<file path="config.mk">
export PLATFORM = sky130hd
export DESIGN_NAME = sdram_frame_arbiter
export DESIGN_NICKNAME = d
export VERILOG_FILES = /design/src/rtl/sdram_frame_arbiter.sv
export SDC_FILE = /design/constraint.sdc
export NUM_CORES = 1
export LEC_CHECK = 0
export ABC_AREA = 1
export CAP_MARGIN = 20
export CORE_MARGIN = 10
export CORE_UTILIZATION = 30
export DETAILED_ROUTE_END_ITERATION = 10
export GPL_TIMING_DRIVEN = 0
export PLACE_DENSITY = 0.5
export RECOVER_POWER = 25
export SYNTH_ARGS = -nofsm -noshare
export SYNTH_HDL_FRONTEND = slang
export SYNTH_SLANG_ARGS = --single-unit
</file>
<file path="constraint.sdc">
create_clock -name CLK -period 2.3 [get_ports CLK]
set_input_delay 0.46 -clock CLK [delete_from_list [all_inputs] [get_ports CLK]]
set_output_delay 0.46 -clock CLK [all_outputs]
set_load 0.05 [all_outputs]
</file>
<file path="src/rtl/sdram_frame_arbiter.sv">
// SDRAM access scheduler for the VGA frame buffer: arbitrates refresh, scan-out reads
// and camera writes, and owns the double-buffer address pointers.
module sdram_frame_arbiter #(
    parameter int unsigned ADDR_W         = 24,
    parameter int unsigned BURST          = 256,
    parameter int unsigned FRAME_WORDS    = 307200,
    parameter int unsigned REFRESH_CYCLES = 390,
    parameter int unsigned RD_LOW         = 256
) (
    input  logic              CLK,
    input  logic              RSTn,
    input  logic              init_done,
    input  logic [9:0]        wr_fifo_level,
    input  logic [9:0]        rd_fifo_level,
    input  logic              cmos_vsyn_pulse,
    input  logic              vga_vsyn_pulse,
    output logic              cmd_valid,
    input  logic              cmd_ready,
    output logic [1:0]        cmd_type,
    output logic [ADDR_W-1:0] cmd_addr,
    output logic [8:0]        cmd_len,
    input  logic              cmd_done,
    output logic              wr_buf,
    output logic              rd_buf,
    output logic              refresh_ovf
);

    localparam int unsigned   PW       = ADDR_W - 1;
    localparam int unsigned   TW       = (REFRESH_CYCLES > 1) ? $clog2(REFRESH_CYCLES) : 1;
    localparam logic [PW-1:0] BURST_P  = PW'(BURST);
    localparam logic [PW-1:0] FRAME_P  = PW'(FRAME_WORDS);
    localparam logic [TW-1:0] TMR_LAST = TW'(REFRESH_CYCLES - 1);
    localparam logic [8:0]    LEN_P    = 9'(BURST);

    typedef enum logic [1:0] {S_IDLE, S_ISSUE, S_BUSY} state_e;
    typedef enum logic [1:0] {CMD_WR = 2'b00, CMD_RD = 2'b01, CMD_REF = 2'b10} cmd_e;

    state_e            state_q, state_d;
    cmd_e              type_q, type_d;
    logic              valid_q, valid_d;
    logic [ADDR_W-1:0] addr_q, addr_d;
    logic [8:0]        len_q, len_d;
    logic [PW-1:0]     wr_ptr_q, wr_ptr_d, rd_ptr_q, rd_ptr_d;
    logic              wr_buf_q, wr_buf_d, rd_buf_q, rd_buf_d, last_buf_q, last_buf_d;
    logic              cmos_lat_q, cmos_lat_d, vga_lat_q, vga_lat_d;
    logic [TW-1:0]     tmr_q, tmr_d;
    logic [1:0]        ref_pend_q, ref_pend_d;
    logic              ovf_q, ovf_d;

    logic wrap, ref_hs, wr_out, rd_out, wr_done, rd_done, cmos_apply, vga_apply, rd_req, wr_req;

    always_comb begin
        state_d    = state_q;
        type_d     = type_q;
        valid_d    = valid_q;
        addr_d     = addr_q;
        len_d      = len_q;
        wr_ptr_d   = wr_ptr_q;
        rd_ptr_d   = rd_ptr_q;
        wr_buf_d   = wr_buf_q;
        rd_buf_d   = rd_buf_q;
        last_buf_d = last_buf_q;
        cmos_lat_d = cmos_lat_q;
        vga_lat_d  = vga_lat_q;
        ovf_d      = ovf_q;
        ref_pend_d = ref_pend_q;

        wrap   = (tmr_q == TMR_LAST);
        tmr_d  = wrap ? '0 : tmr_q + 1'b1;
        ref_hs = (state_q == S_ISSUE) && valid_q && cmd_ready && (type_q == CMD_REF);
        if (wrap && !ref_hs) begin
            if (ref_pend_q != 2'd3) ref_pend_d = ref_pend_q + 2'd1;
        end else if (!wrap && ref_hs) begin
            ref_pend_d = ref_pend_q - 2'd1;
        end
        if (wrap && (ref_pend_q == 2'd3)) ovf_d = 1'b1;

        // A vsync arriving while the matching burst is outstanding waits for its
        // completion; that completion then resets the pointer instead of advancing it.
        wr_out     = (state_q != S_IDLE) && (type_q == CMD_WR);
        rd_out     = (state_q != S_IDLE) && (type_q == CMD_RD);
        wr_done    = (state_q == S_BUSY) && cmd_done && (type_q == CMD_WR);
        rd_done    = (state_q == S_BUSY) && cmd_done && (type_q == CMD_RD);
        cmos_apply = wr_out ? (wr_done && (cmos_lat_q || cmos_vsyn_pulse)) : cmos_vsyn_pulse;
        vga_apply  = rd_out ? (rd_done && (vga_lat_q || vga_vsyn_pulse)) : vga_vsyn_pulse;
        cmos_lat_d = (wr_out && !wr_done) ? (cmos_lat_q | cmos_vsyn_pulse) : 1'b0;
        vga_lat_d  = (rd_out && !rd_done) ? (vga_lat_q | vga_vsyn_pulse) : 1'b0;

        if (cmos_apply) begin
            last_buf_d = wr_buf_q;
            wr_buf_d   = ~wr_buf_q;
            wr_ptr_d   = '0;
        end else if (wr_done) begin
            wr_ptr_d = (wr_ptr_q + BURST_P >= FRAME_P) ? '0 : wr_ptr_q + BURST_P;
        end
        if (vga_apply) begin
            rd_buf_d = last_buf_d;
            rd_ptr_d = '0;
        end else if (rd_done) begin
            rd_ptr_d = (rd_ptr_q + BURST_P >= FRAME_P) ? '0 : rd_ptr_q + BURST_P;
        end

        rd_req = 32'(rd_fifo_level) < RD_LOW;
        wr_req = 32'(wr_fifo_level) >= BURST;

        unique case (state_q)
            S_IDLE: begin
                // Addresses come from the post-vsync values so a same-cycle vsync is honoured.
                if (init_done && ((ref_pend_q != 2'd0) || rd_req || wr_req)) begin
                    state_d = S_ISSUE;
                    if (ref_pend_q != 2'd0) begin
                        type_d = CMD_REF;
                        addr_d = '0;
                        len_d  = '0;
                    end else if (rd_req) begin
                        type_d = CMD_RD;
                        addr_d = {rd_buf_d, rd_ptr_d};
                        len_d  = LEN_P;
                    end else begin
                        type_d = CMD_WR;
                        addr_d = {wr_buf_d, wr_ptr_d};
                        len_d  = LEN_P;
                    end
                end
            end
            S_ISSUE: begin
                if (valid_q && cmd_ready) begin
                    state_d = S_BUSY;
                    valid_d = 1'b0;
                end else begin
                    valid_d = 1'b1;
                end
            end
            S_BUSY: begin
                if (cmd_done) state_d = S_IDLE;
            end
            default: state_d = S_IDLE;
        endcase
    end

    always_ff @(posedge CLK or negedge RSTn) begin
        if (!RSTn) begin
            state_q    <= S_IDLE;
            type_q     <= CMD_WR;
            valid_q    <= 1'b0;
            addr_q     <= '0;
            len_q      <= '0;
            wr_ptr_q   <= '0;
            rd_ptr_q   <= '0;
            wr_buf_q   <= 1'b0;
            rd_buf_q   <= 1'b1;
            last_buf_q <= 1'b1;
            cmos_lat_q <= 1'b0;
            vga_lat_q  <= 1'b0;
            tmr_q      <= '0;
            ref_pend_q <= '0;
            ovf_q      <= 1'b0;
        end else begin
            state_q    <= state_d;
            type_q     <= type_d;
            valid_q    <= valid_d;
            addr_q     <= addr_d;
            len_q      <= len_d;
            wr_ptr_q   <= wr_ptr_d;
            rd_ptr_q   <= rd_ptr_d;
            wr_buf_q   <= wr_buf_d;
            rd_buf_q   <= rd_buf_d;
            last_buf_q <= last_buf_d;
            cmos_lat_q <= cmos_lat_d;
            vga_lat_q  <= vga_lat_d;
            tmr_q      <= tmr_d;
            ref_pend_q <= ref_pend_d;
            ovf_q      <= ovf_d;
        end
    end

    assign cmd_valid   = valid_q;
    assign cmd_type    = type_q;
    assign cmd_addr    = addr_q;
    assign cmd_len     = len_q;
    assign wr_buf      = wr_buf_q;
    assign rd_buf      = rd_buf_q;
    assign refresh_ovf = ovf_q;

endmodule

</file>
Word-level counts from Yosys, hierarchy flattened:

Cells that the tools add are included.
Widths: inputs -> output; s select.

* output and inout bits: 39
* bits of input ports: 27
* register bits: 101
* word-level logic and storage cells: 98

* magnitude comparators: 4
* reduce and logical (&&, ||, !) cells: 33
* $add $sub $neg: 5
* multiplexer cells: 27
* eq/ne operators: 11
* bitwise logic cells: 3

Operators with widths (number)
* $mux 23: 6
* $mux 24: 2
* $add 23x9->23 const B: 2
* $ge 23x19->1 const B: 2
* $mux 9: 2
* $logic_and 1x1->1: 17
* $mux 2: 7
* $ge 10x9->1 const B: 1
* $lt 10x9->1 const B: 1
* $add 9x1->9 const B: 1
* $eq 9x9->1 const B: 1
* $mux 1: 9
* $eq 2x2->1 const B: 3
* $ne 2x2->1 const B: 3
* $pmux 2 s3: 1
* $reduce_bool 2->1: 3
* $eq 2x1->1 const B: 2
* $logic_not 1->1: 4
* $logic_not 2->1: 2
* $logic_or 1x1->1: 4
* $ne 2x1->1 const B: 2
* $reduce_and 2->1: 2
* $reduce_and 3->1: 1
* $add 2x1->2 const B: 1
* other kinds (3): 4

Logic depth before layout (Yosys ltp):

Gate-level depths: netlist (run 1).

* depth after elaboration: 9
* mapped depth: 14
* gate-level depth less buffers: 13

Worst setup path after synthesis (run 1):

No wires, ideal clock.

* path type: reg-to-reg
* start point: register type_q[1] (netlist: cmd_type[1])
* end point: register addr_q[4] (netlist: cmd_addr[4])
* arrival time: 1753 ps
* data required time: 2181 ps
* period minus slack after synthesis: 1872 ps
* library setup time: 119 ps
* path buffers: 1
* stages on the path, launching flop included: 12
* setup slack: 428 ps
* cells stage by stage: dfrtp_1 inv_1 nand2_1 nor2_1 o21ai_0 nand2_1 buf_2 nor2_1 nand3_1 nor2_1 nor2_1 nand2_1

* word-level cells in the longest chain between the ends: 7
* elaborated cells between the ends (all ways): 16
* classes of those cells: 1 x eq/ne; 8 x mux; 7 x reduce/logical

RTL lines
* from (decl): RTL line 39 `cmd_e type_q, type_d;`
* from (signal assigned): RTL line 160 `type_q <= type_d;`
* $eq 2x1->1 / $logic_not 2->1 (equally long branches)
* $logic_and 1x1->1 (on tied branches): RTL line 83, 82
* $logic_and 1x1->1 (on tied branches): RTL line 85, 84
* $mux 1 (on tied branches): RTL line 85, 84
* $mux 23 (on tied branches): RTL line 96, 89
* $mux 24 (*): RTL line 115 `end else if (rd_req) begin`
* $mux 24 (*): RTL line 111 `if (ref_pend_q != 2'd0) begin`
* to (signal assigned): RTL line 162 `addr_q <= addr_d;`
* to (decl): RTL line 41 `logic [ADDR_W-1:0] addr_q, addr_d;`

Every way passes the cells marked *; elsewhere a longest branch is shown, timed or not.
A chain may end at the register's enable or synchronous reset.

Worst setup path after layout (run 1):

* start point: register rd_buf_q (netlist: rd_buf)
* end point: output port rd_buf

RTL lines
* from (decl): RTL line 44 `logic wr_buf_q, wr_buf_d, rd_buf_q, rd_buf_d, last_buf_q, last_buf_d;`
* from (signal assigned): RTL line 167 `rd_buf_q <= rd_buf_d;`
* to (decl): RTL line 24 `output logic rd_buf,`

No word-level cell between the ends.

==> qor.csv, run 1 <==
stage,metric,value,unit
global_routing,grt_pass1_vias,4395,
route,vias,4514,
pwr,ir_drop,0.000484,V
critical_path,timing.rr.end,cmd_addr[4],
route,drt_first_pass_iters,4,
logic_synthesis,synth_cell_types,41,
pwr,power.density,756,nW/um^2
sta,hold-worst-slack,0.391,ns
critical_path,crit_family,buffers and inverters,
cts,clock_sinks,93,
pwr,combPwrFrac,28.9,%
logic_synthesis,ys_ff_latch,93,
global_routing,gr-total-overflow,0,
global_routing,grt_pass1_wl,22500,um
logic_synthesis,synth_edf_count,0,
route,ant_nets,0,
cells_and_area,fillers,1781,
logic_synthesis,ys_warn_count,0,
floorplan,core-area,16700,um^2
route,routed_wirelength,13700,um
place,globalplace.congestion,0.828,
floorplan,initial_core_util,30.8,%
sta,finClkSkew,0.00810,ns
logic_synthesis,avgSynthCellArea,7.54,um^2
critical_path,critPathCaptureType,primary output,
critical_path,cp-start-kind,flip-flop,
sta,setup_viol,0,
critical_path,worstPathArrival,1.73,ns
pwr,p_leak,2.97,nW
outcome,status,completed,
pwr,seqPwrFrac,42.1,%
cts,cts_root_buf,clkbuf_16,
logic_synthesis,synth_common_cells,"138 x nand2_1, 104 x nor2_1, 97 x inv_1",
logic_synthesis,synth.most_common_cell,nand2_1,
pwr,p_int,2.94,mW
cts,cts-hold-fix-buffers,0,
cells_and_area,num_antenna_cells,0,
global_routing,grt_usage,12.5,%
sta,rsz0062_at_grt,no,
min_path,holdCritPathClass,primary input to asynchronous set/reset pin,
critical_path,cpPeakStageDelay,0.81,ns
critical_path,reg2reg_from,wr_ptr_q[8],
critical_path,worst-path-buf-inv,1,
critical_path,reg2reg_depth,12,
cts,numCtsBuffers,9,
pwr,totalPowerFinal,4.67,mW
sta,max_freq,0.457,GHz
critical_path,path_max_fanout,2,
route,wire_per_inst,14.2,um
sta,min_period,2.19,ns
cts,cts_tree,yes,
global_routing,antenna_found_initial,0,
cts,clkLatencyLatePin,0.35,ns
pwr,clkPwrFrac,29.0,%
route,viasPerCell,4.66,
sta,relSlewSlack,13.5,%
critical_path,cp.required,1.84,ns
critical_path,cp_cell_sequence,clkdlybuf4s50_1,
floorplan,die_w,151,um
logic_synthesis,synth_top_cell_by_area,dfrtp_1,
run,cap_violations,0,
cells_and_area,seq_area,2330,um^2
cells_and_area,area_growth,20.2,%
route,drc,0,
cts,path_clk_slew,0.07,ns
critical_path,slowest_stage,clkdlybuf4s50_1,
logic_synthesis,synthTopCellsByArea,"dfrtp_1 44%, nand2_1 10%, nor2_1 7.6%, inv_1 7.1%, nand3_1 6.8%",
cells_and_area,post_route_cells_drive_above_1_share,11.6,%
floorplan,die_h,151,um
logic_synthesis,ys_seq_area_share,45.3,%
critical_path,r2r_setup_slack,0.16,ns
cells_and_area,multiInputGateArea,2330,um^2
floorplan,rows,47,
sta,worst_pin_slew,1.30,ns
logic_synthesis,async_reset_ff_share,100,%
logic_synthesis,syn-instance-count,682,
place,dpl.hpwl,10500,um
sta,post-route-period-util,95.2,%
place,io_buffers,41,
floorplan,ioPinCount,66,
cells_and_area,nNetsFinal,777,
sta,finalHoldViolCount,0,
logic_synthesis,synth_flop_cell,dfrtp_1,
sta,tns,0,ns
sta,final_max_slew_viol_count,0,
global_routing,grt_max_degree,52,
floorplan,dieArea,22800,um^2
critical_path,worstSetupPathType,flip-flop to primary output,
logic_synthesis,synthDominantCellAreaShare,44.3,%
pwr,switching_power,1.73,mW
logic_synthesis,syn_area,5140,um^2
cts,cts_buffer_depth,2,
cts,htreeDepth,3,
pwr,swShare,37.1,%
route,drt_iter0_drc,239,
routing by layer:
layer	GRT usage [%]	vias up	part of all wire [%]
li1	-	2286	-
met1	17.0	2132	49
met2	18.9	83	45
met3	3.52	13	5.3
met4	3.42	0	1.3
met5	0	-	0
repair_timing:
| action | in CTS | in global routing |
|---|---|---|
| gates resized for setup | 1 | 16 |
| setup endpoints to repair | 13 | 24 |
| setup buffers | 0 | 2 |
| pin swaps | 0 | 1 |
worst register-to-register path, cell delays in order, from the launching register on:
cell     delay, ns
dfrtp_1       0.40
ha_2          0.24
nand2_1       0.16
nor2_8        0.18
nand2_4       0.08
o21ai_2       0.11
nand3_1       0.09
nor2_2        0.16
nand2_2       0.14
nand2_4       0.10
buf_4         0.19
nand4_1       0.12
nand2_1       0.10
cells by family (layout without fill, tap and decap cells):
| family | after synthesis | after routing | share of synthesized area, % |
|---|---|---|---|
| buffers and inverters | 126 | 185 | 10.5 |
| flip-flops | 93 | 93 | 45.3 |
| AO/OA/AOI/OAI | 50 | 50 | 5.70 |
| adder cells (fa/ha/maj) | 6 | 6 | 1.46 |
| XOR/XNOR | 5 | 5 | 0.852 |
| other | 1 | 8 | 0.0730 |
| AND/OR/NAND/NOR | 401 | 401 | 36.1 |
power groups by stage:
stage	sequential, mW	combinational [mW]	clock [mW]
3_3_place_gp	1.99	1.32	0
3_5_place_dp	1.99	1.34	0
2_1_floorplan	2.20	0.657	0
5_1_grt	1.99	1.48	1.47
6_report	1.97	1.35	1.36
4_1_cts	1.96	1.34	1.39
state kept, by name (all words and copies together) (netlist names):
| signal | flops |
|---|---|
| state_q | 2 |
| ref_pend_q | 2 |
| refresh_ovf | 1 |
| cmd_len | 1 |
| rd_buf | 1 |
| last_buf_q | 1 |
| cmos_lat_q | 1 |
| cmd_valid | 1 |
| wr_buf | 1 |
| vga_lat_q | 1 |
| tmr_q | 9 |
| cmd_addr | 24 |
| wr_ptr_q | 23 |
| cmd_type | 2 |
| rd_ptr_q | 23 |
cell type report:
type,instances,share of cell area [%]
multi-input cells,470,37.8
plain buffers,29,2.98
clock inverters,4,0.425
well taps,220,4.46
flip-flops and latches,93,37.7
repair buffers,44,6.93
inverters,97,5.96
clock buffers,11,3.77
worst max path at each step:
stage                     start      endpoint  slack (ns)  cells past startpoint
floorplan           cmd_type[1]   cmd_addr[4]        0.43                     11
global route           cmd_done  cmd_addr[12]      0.0008                      8
detailed placement     cmd_done  cmd_addr[12]       -0.51                      8
finish                   rd_buf        rd_buf        0.11                      1
CTS                    cmd_done  cmd_addr[12]        0.03                      8
global placement           RSTn  rd_ptr_q[19]       -2.82                      1
per-stage QoR:
step / instance area, um^2 / setup WS [ns] / instances / util [%]
final: 6180 / 0.110 / 968 / 37.0
after global routing: 6180 / 0.000849 / 968 / 37.0
after CTS: 6130 / 0.0344 / 966 / 36.7
after detailed placement: 5870 / -0.511 / 951 / 35.1
after global placement: 5850 / -2.82 / 950 / 35.0
after floorplan: 5170 / 0.428 / 689 / -
layout by cell type, fill, tap and decap left out, drive strengths merged:
master and instances:
buf 25, a31oi 1, clkinv 3, o221ai 3, or2 6, dfstp 2, dfrtp 91, clkdlybuf4s50 40
o21bai 6, clkinvlp 2, a31o 1, o211ai 1, xor2 3, clkbuf 19, nand4 19, o21ai 16
and3 4, nor3 23, nor2 119, a22oi 1, and2 3, nand3b 3, conb 8, nor4 6
a21oi 20, nand2 145, a211oi 1, nand3 73, inv 96, ha 6, xnor2 2
Power figures use the tool's default switching activity.
==> run 2, diff against run 1 <==
Settings changed: CTS_CLUSTER_DIAMETER set to 50, SKIP_CTS_REPAIR_TIMING set to 1.
==> qor.csv, run 2 (same netlist as run 1, synthesis figures left out) <==
stage,metric,value,unit,change
outcome,status,completed,,
route,highest_layer,met4,,
critical_path,cp.required,1.84,ns,about the same
global_routing,grt_pass1_wl,22500,um,unchanged
cells_and_area,fin_cells,968,,unchanged
route,viasPerCell,4.68,,+0.33%
sta,worst_slack,0.110,ns,+0.000392 ns
floorplan,initial_core_util,30.8,%,unchanged
critical_path,r2r_setup_slack,0.16,ns,about the same
place,dp.cells,951,,unchanged
route,drt_first_pass_iters,4,,unchanged
pwr,totalPowerFinal,4.67,mW,about the same
cts,htreeDepth,3,,unchanged
place,dp_slack,-0.511,ns,unchanged
cts,numCtsBuffers,9,,unchanged
route,drt_iter0_drc,267,,+12%
cts,clkLatencyLatePin,0.35,ns,about the same
critical_path,reg2reg_depth,12,,unchanged
floorplan,rows,47,,unchanged
sta,tns,0,ns,unchanged
cts,path_clk_slew,0.07,ns,about the same
critical_path,worstPathArrival,1.73,ns,about the same
pwr,ir_drop,0.000484,V,about the same
cts,cts_root_buf,clkbuf_16,,
route,drc,0,,unchanged
sta,min_period,2.19,ns,-0.000392 ns
critical_path,worst-path-buf-inv,1,,unchanged
route,dr_wl_met3,732,um,+0.55%
place,dpl.hpwl,10500,um,unchanged
global_routing,grt_pass1_vias,4395,,unchanged
critical_path,critPathCaptureType,primary output,,
cells_and_area,fillers,1778,,-0.17%
critical_path,cp-start-kind,flip-flop,,
min_path,holdCritPathClass,primary input to asynchronous set/reset pin,,
cells_and_area,layout_common_cells,"136 x nand2_1, 103 x nor2_1, 96 x inv_1, 91 x dfrtp_1, 70 x nand3_1",,
route,ant_nets,0,,unchanged
route,wire_per_inst,14.2,um,-0.14%
cells_and_area,nNetsFinal,777,,unchanged
route,routed_wirelength,13700,um,-0.14%
route,vias,4529,,+0.33%
floorplan,dieArea,22800,um^2,unchanged
route,drt-met1-wl,6640,um,-0.42%
sta,finClkSkew,0.00771,ns,-0.000386 ns
critical_path,path_max_fanout,2,,unchanged
route,met2_wirelength,6150,um,unchanged
cells_and_area,largest_reg_flops,24,,unchanged
floorplan,core-area,16700,um^2,unchanged
critical_path,reg2reg_from,wr_ptr_q[8],,
cells_and_area,num_antenna_cells,0,,unchanged
sta,hold-worst-slack,0.390,ns,-0.000786 ns
place,io_buffers,41,,unchanged
run,cap_violations,0,,unchanged
critical_path,cpPeakStageDelay,0.81,ns,about the same
place,globalplace.congestion,0.828,,unchanged
sta,rsz0062_at_grt,no,,
sta,finalHoldViolCount,0,,unchanged
critical_path,crit_family,buffers and inverters,,
critical_path,worstSetupPathType,flip-flop to primary output,,
cts,cts_buffer_depth,2,,unchanged
sta,max_freq,0.457,GHz,about the same
pwr,p_leak,2.98,nW,+0.34%
cts,clock_sinks,93,,unchanged
cells_and_area,mostFrequentLayoutCell,nand2_1,,
sta,relSlewSlack,13.4,%,-0.11 points
global_routing,antenna_found_initial,0,,unchanged
critical_path,timing.rr.end,cmd_addr[4],,
sta,post-route-period-util,95.2,%,about the same
global_routing,grt_max_degree,52,,unchanged
cts,cts_tree,yes,,
cells_and_area,post_route_cells_drive_above_1_share,11.9,%,+0.27 points
sta,setup_viol,0,,unchanged
sta,worst_pin_slew,1.30,ns,+0.00161 ns
cells_and_area,area_growth,20.4,%,
critical_path,cp_cell_sequence,clkdlybuf4s50_1,,
sta,final_max_slew_viol_count,0,,unchanged
floorplan,die_w,151,um,unchanged
global_routing,grt_usage,12.5,%,unchanged
floorplan,die_h,151,um,unchanged
floorplan,ioPinCount,66,,unchanged
critical_path,slowest_stage,clkdlybuf4s50_1,,
pwr,power.density,755,nW/um^2,-0.16%
global_routing,gr-total-overflow,0,,unchanged
[run 2: cell types whose count changed in the layout (fill, tap and decap cells not counted)]
cell / before / now
xnor2_1: 2 / 1
a211oi_2: 0 / 1
a211oi_1: 1 / 0
xnor2_2: 0 / 1
[run 2: worst max path at each step]
stage,depth (start not counted),slack [ns],startpoint,endpoint
2_1_floorplan,11,0.43,cmd_type[1],cmd_addr[4]
3_3_place_gp,1,-2.82,RSTn,rd_ptr_q[19]
3_5_place_dp,8,-0.51,cmd_done,cmd_addr[12]
4_1_cts,8,-0.16,cmd_done,cmd_addr[12]
5_1_grt,12,0.008,wr_ptr_q[9],cmd_addr[5]
6_report,1,0.11,rd_buf,rd_buf
[run 2: area by class of cell]
class / count / area (um^2) / area share (%)
plain buffers: 29 / 184 / 2.97
clock buffers: 11 / 233 / 3.76
clock inverters: 4 / 26.3 / 0.424
inverters: 97 / 368 / 5.94
multi-input cells: 470 / 2350 / 37.9
flip-flops and latches: 93 / 2330 / 37.6
well taps: 220 / 275 / 4.45
repair buffers: 44 / 428 / 6.91
[run 2: routing by layer]
layer	vias to the layer above	global-route usage, %
met5	-	0
met4	0	3.42
met3	13	3.52
met2	84	18.9
met1	2149	17.0
li1	2283	-
[run 2: per-stage QoR]
stage	utilization, %	cell area, um^2
finish	37.1	6190
global route	37.1	6190
CTS	36.7	6130
detailed placement	35.1	5870
global placement	35.0	5850
floorplan	-	5170
[run 2: power by group]
group	internal [mW]	switching, mW
Sequential	1.81	0.157
Clock	0.726	0.632
Combinational	0.404	0.945
Total	2.94	1.73
==> run 3, diff against run 2 <==
Settings changed: PLACE_DENSITY 0.5 to unset.
==> qor.csv, run 3 (same netlist as run 1, synthesis figures left out) <==
stage,metric,value,unit,change
place,io_buffers,41,,unchanged
place,globalplace.congestion,0.846,,+2.2%
route,drt_first_pass_iters,5,,+1
cells_and_area,fin_cells,968,,unchanged
critical_path,worstSetupPathType,flip-flop to primary output,,
global_routing,antenna_found_initial,0,,unchanged
cts,cts_tree,yes,,
sta,finalHoldViolCount,0,,unchanged
pwr,switching_power,1.81,mW,+4.4%
pwr,clkPwrFrac,30.8,%,+1.8 points
floorplan,core-area,16700,um^2,unchanged
pwr,power.density,769,nW/um^2,+1.9%
pwr,ir_drop,0.000511,V,+5.5%
cells_and_area,fillers,1741,,-2.1%
cells_and_area,nNetsFinal,776,,-0.13%
cells_and_area,area_growth,20.9,%,
sta,worst_slack,0.138,ns,+0.0276 ns
floorplan,die_w,151,um,unchanged
sta,rsz0062_at_grt,no,,
critical_path,slowest_stage,clkdlybuf4s50_1,,
critical_path,crit_family,buffers and inverters,,
route,drc,0,,unchanged
cts,cts_root_buf,clkbuf_16,,
critical_path,cp_cell_sequence,clkdlybuf4s50_1,,
cts,clock_sinks,93,,unchanged
route,viasPerCell,4.63,,-0.97%
sta,relSlewSlack,-33.5,%,-47 points
sta,setup_viol,0,,unchanged
place,dpl.hpwl,9920,um,-5.6%
pwr,swShare,37.9,%,+0.76 points
pwr,seqPwrFrac,41.2,%,-0.9 points
place,dp.cells,951,,unchanged
route,routed_wirelength,13200,um,-3.6%
cells_and_area,layout_common_cells,"137 x nand2_1, 101 x nor2_1, 96 x inv_1, 91 x dfrtp_1, 70 x nand3_1",,
global_routing,grt_max_degree,60,,+15%
route,drt_iter0_drc,283,,+6.0%
min_path,holdCritPathClass,flip-flop to flip-flop,,
route,vias,4485,,-0.97%
critical_path,cp-start-kind,flip-flop,,
cells_and_area,num_antenna_cells,0,,unchanged
cts,numCtsBuffers,9,,unchanged
sta,min_period,2.16,ns,-0.0276 ns
sta,worst_pin_slew,2.00,ns,+0.704 ns
run,cap_violations,1,,+1
cells_and_area,mostFrequentLayoutCell,nand2_1,,
cts,clkLatencyLatePin,0.35,ns,about the same
outcome,status,"complete, but fails checks",,
pwr,p_leak,2.98,nW,-0.12%
critical_path,worstPathArrival,1.70,ns,-0.03 ns
floorplan,rows,47,,unchanged
route,wire_per_inst,13.7,um,-3.6%
sta,post-route-period-util,94.0,%,-1.2 points
route,ant_nets,0,,unchanged
cells_and_area,largest_reg_flops,24,,unchanged
outcome,violations,"capacitance limit, slew limit",,
floorplan,die_h,151,um,unchanged
global_routing,grt_pass1_vias,4207,,-4.3%
critical_path,cpPeakStageDelay,0.80,ns,about the same
cts,cts_buffer_depth,2,,unchanged
global_routing,grt_pass1_wl,21400,um,-5.3%
sta,finClkSkew,0.0101,ns,+0.00234 ns
critical_path,worst-path-buf-inv,1,,unchanged
cts,htreeDepth,3,,unchanged
floorplan,initial_core_util,30.8,%,unchanged
place,dp_slack,-0.381,ns,+0.130 ns
global_routing,gr-total-overflow,0,,unchanged
sta,final_max_slew_viol_count,35,,+35
critical_path,cp.required,1.84,ns,about the same
critical_path,critPathCaptureType,primary output,,
cts,path_clk_slew,0.07,ns,about the same
cells_and_area,post_route_cells_drive_above_1_share,11.8,%,-0.13 points
pwr,p_int,2.97,mW,+1.0%
global_routing,grt_usage,11.7,%,-0.76 points
critical_path,path_max_fanout,2,,unchanged
floorplan,ioPinCount,66,,unchanged
pwr,combPwrFrac,28.1,%,-0.8 points
sta,max_freq,0.462,GHz,+1.3%
floorplan,dieArea,22800,um^2,unchanged
## run 3: changes by cell type in the layout (fill, tap and decap cells not counted), moves of 2 or more
| cell | delta |
|---|---|
| clkbuf_2 | -3 |
| inv_8 | +2 |
| inv_6 | +2 |
| clkbuf_4 | -2 |
| nor2_2 | +2 |
| clkinv_2 | -2 |
| nor2_1 | -2 |
## run 3: tightest hold or removal path, stage by stage (launching register included)
cell     delay (ns)
dfstp_2        0.36
nand2_1        0.07
nand2_1        0.05
## run 3: through the flow
| step | utilization [%] | setup TNS [ns] | cell area, um^2 | hold WS [ns] | total power [mW] |
|---|---|---|---|---|---|
| 2_1_floorplan | - | 0 | 5170 | 0.164 | 2.86 |
| 3_3_place_gp | 35.0 | -277.07 | 5850 | 0.472 | 3.31 |
| 3_5_place_dp | 35.2 | -9.83 | 5880 | 0.454 | 3.32 |
| 4_1_cts | 36.9 | -0.0302 | 6170 | 0.0756 | 4.80 |
| 5_1_grt | 37.2 | 0 | 6210 | 0.518 | 5.01 |
| 6_report | 37.2 | 0 | 6210 | 0.483 | 4.78 |
## run 3: power groups by stage
stage | Combinational [mW] | Sequential (mW) | Clock [mW]
4_1_cts | 1.33 | 1.96 | 1.50
5_1_grt | 1.47 | 1.99 | 1.56
6_report | 1.34 | 1.97 | 1.47
3_3_place_gp | 1.32 | 2.00 | 0
2_1_floorplan | 0.657 | 2.20 | 0
3_5_place_dp | 1.33 | 1.99 | 0
## run 3: per-layer routing
metal | global-route usage, % | vias to the layer above | wire length, um | share of wire, %
met1 | 16.4 | 2081 | 6600 | 50
met5 | 0 | - | 0 | 0
met3 | 3.67 | 5 | 866 | 6.6
met4 | 2.55 | 0 | 72 | 0.54
li1 | - | 2289 | - | -
met2 | 17.2 | 110 | 5680 | 43
## run 3: worst paths after layout
kind | startpoint | slack [ns] | cells past startpoint | to
max | rd_buf | 0.14 | 1 | rd_buf
min | last_buf_q | 0.48 | 2 | last_buf_q
max reg2reg | ref_pend_q[1] | 0.16 | 10 | cmd_addr[9]
min reg2reg | last_buf_q | 0.48 | 2 | last_buf_q
max in group asynchronous | RSTn | 0.48 | 1 | cmos_lat_q
min in group asynchronous | RSTn | 0.67 | 1 | cmd_addr[4]
## run 3: cell type report
| class | count | area (um^2) | area share [%] |
|---|---|---|---|
| Inverter | 97 | 364 | 5.86 |
| Clock buffer | 9 | 225 | 3.62 |
| Clock inverter | 7 | 65.1 | 1.05 |
| Sequential cell | 93 | 2330 | 37.5 |
| Multi-Input combinational cell | 470 | 2340 | 37.6 |
| Tap cell | 220 | 275 | 4.43 |
| Buffer | 29 | 179 | 2.88 |
| Timing Repair Buffer | 43 | 439 | 7.07 |
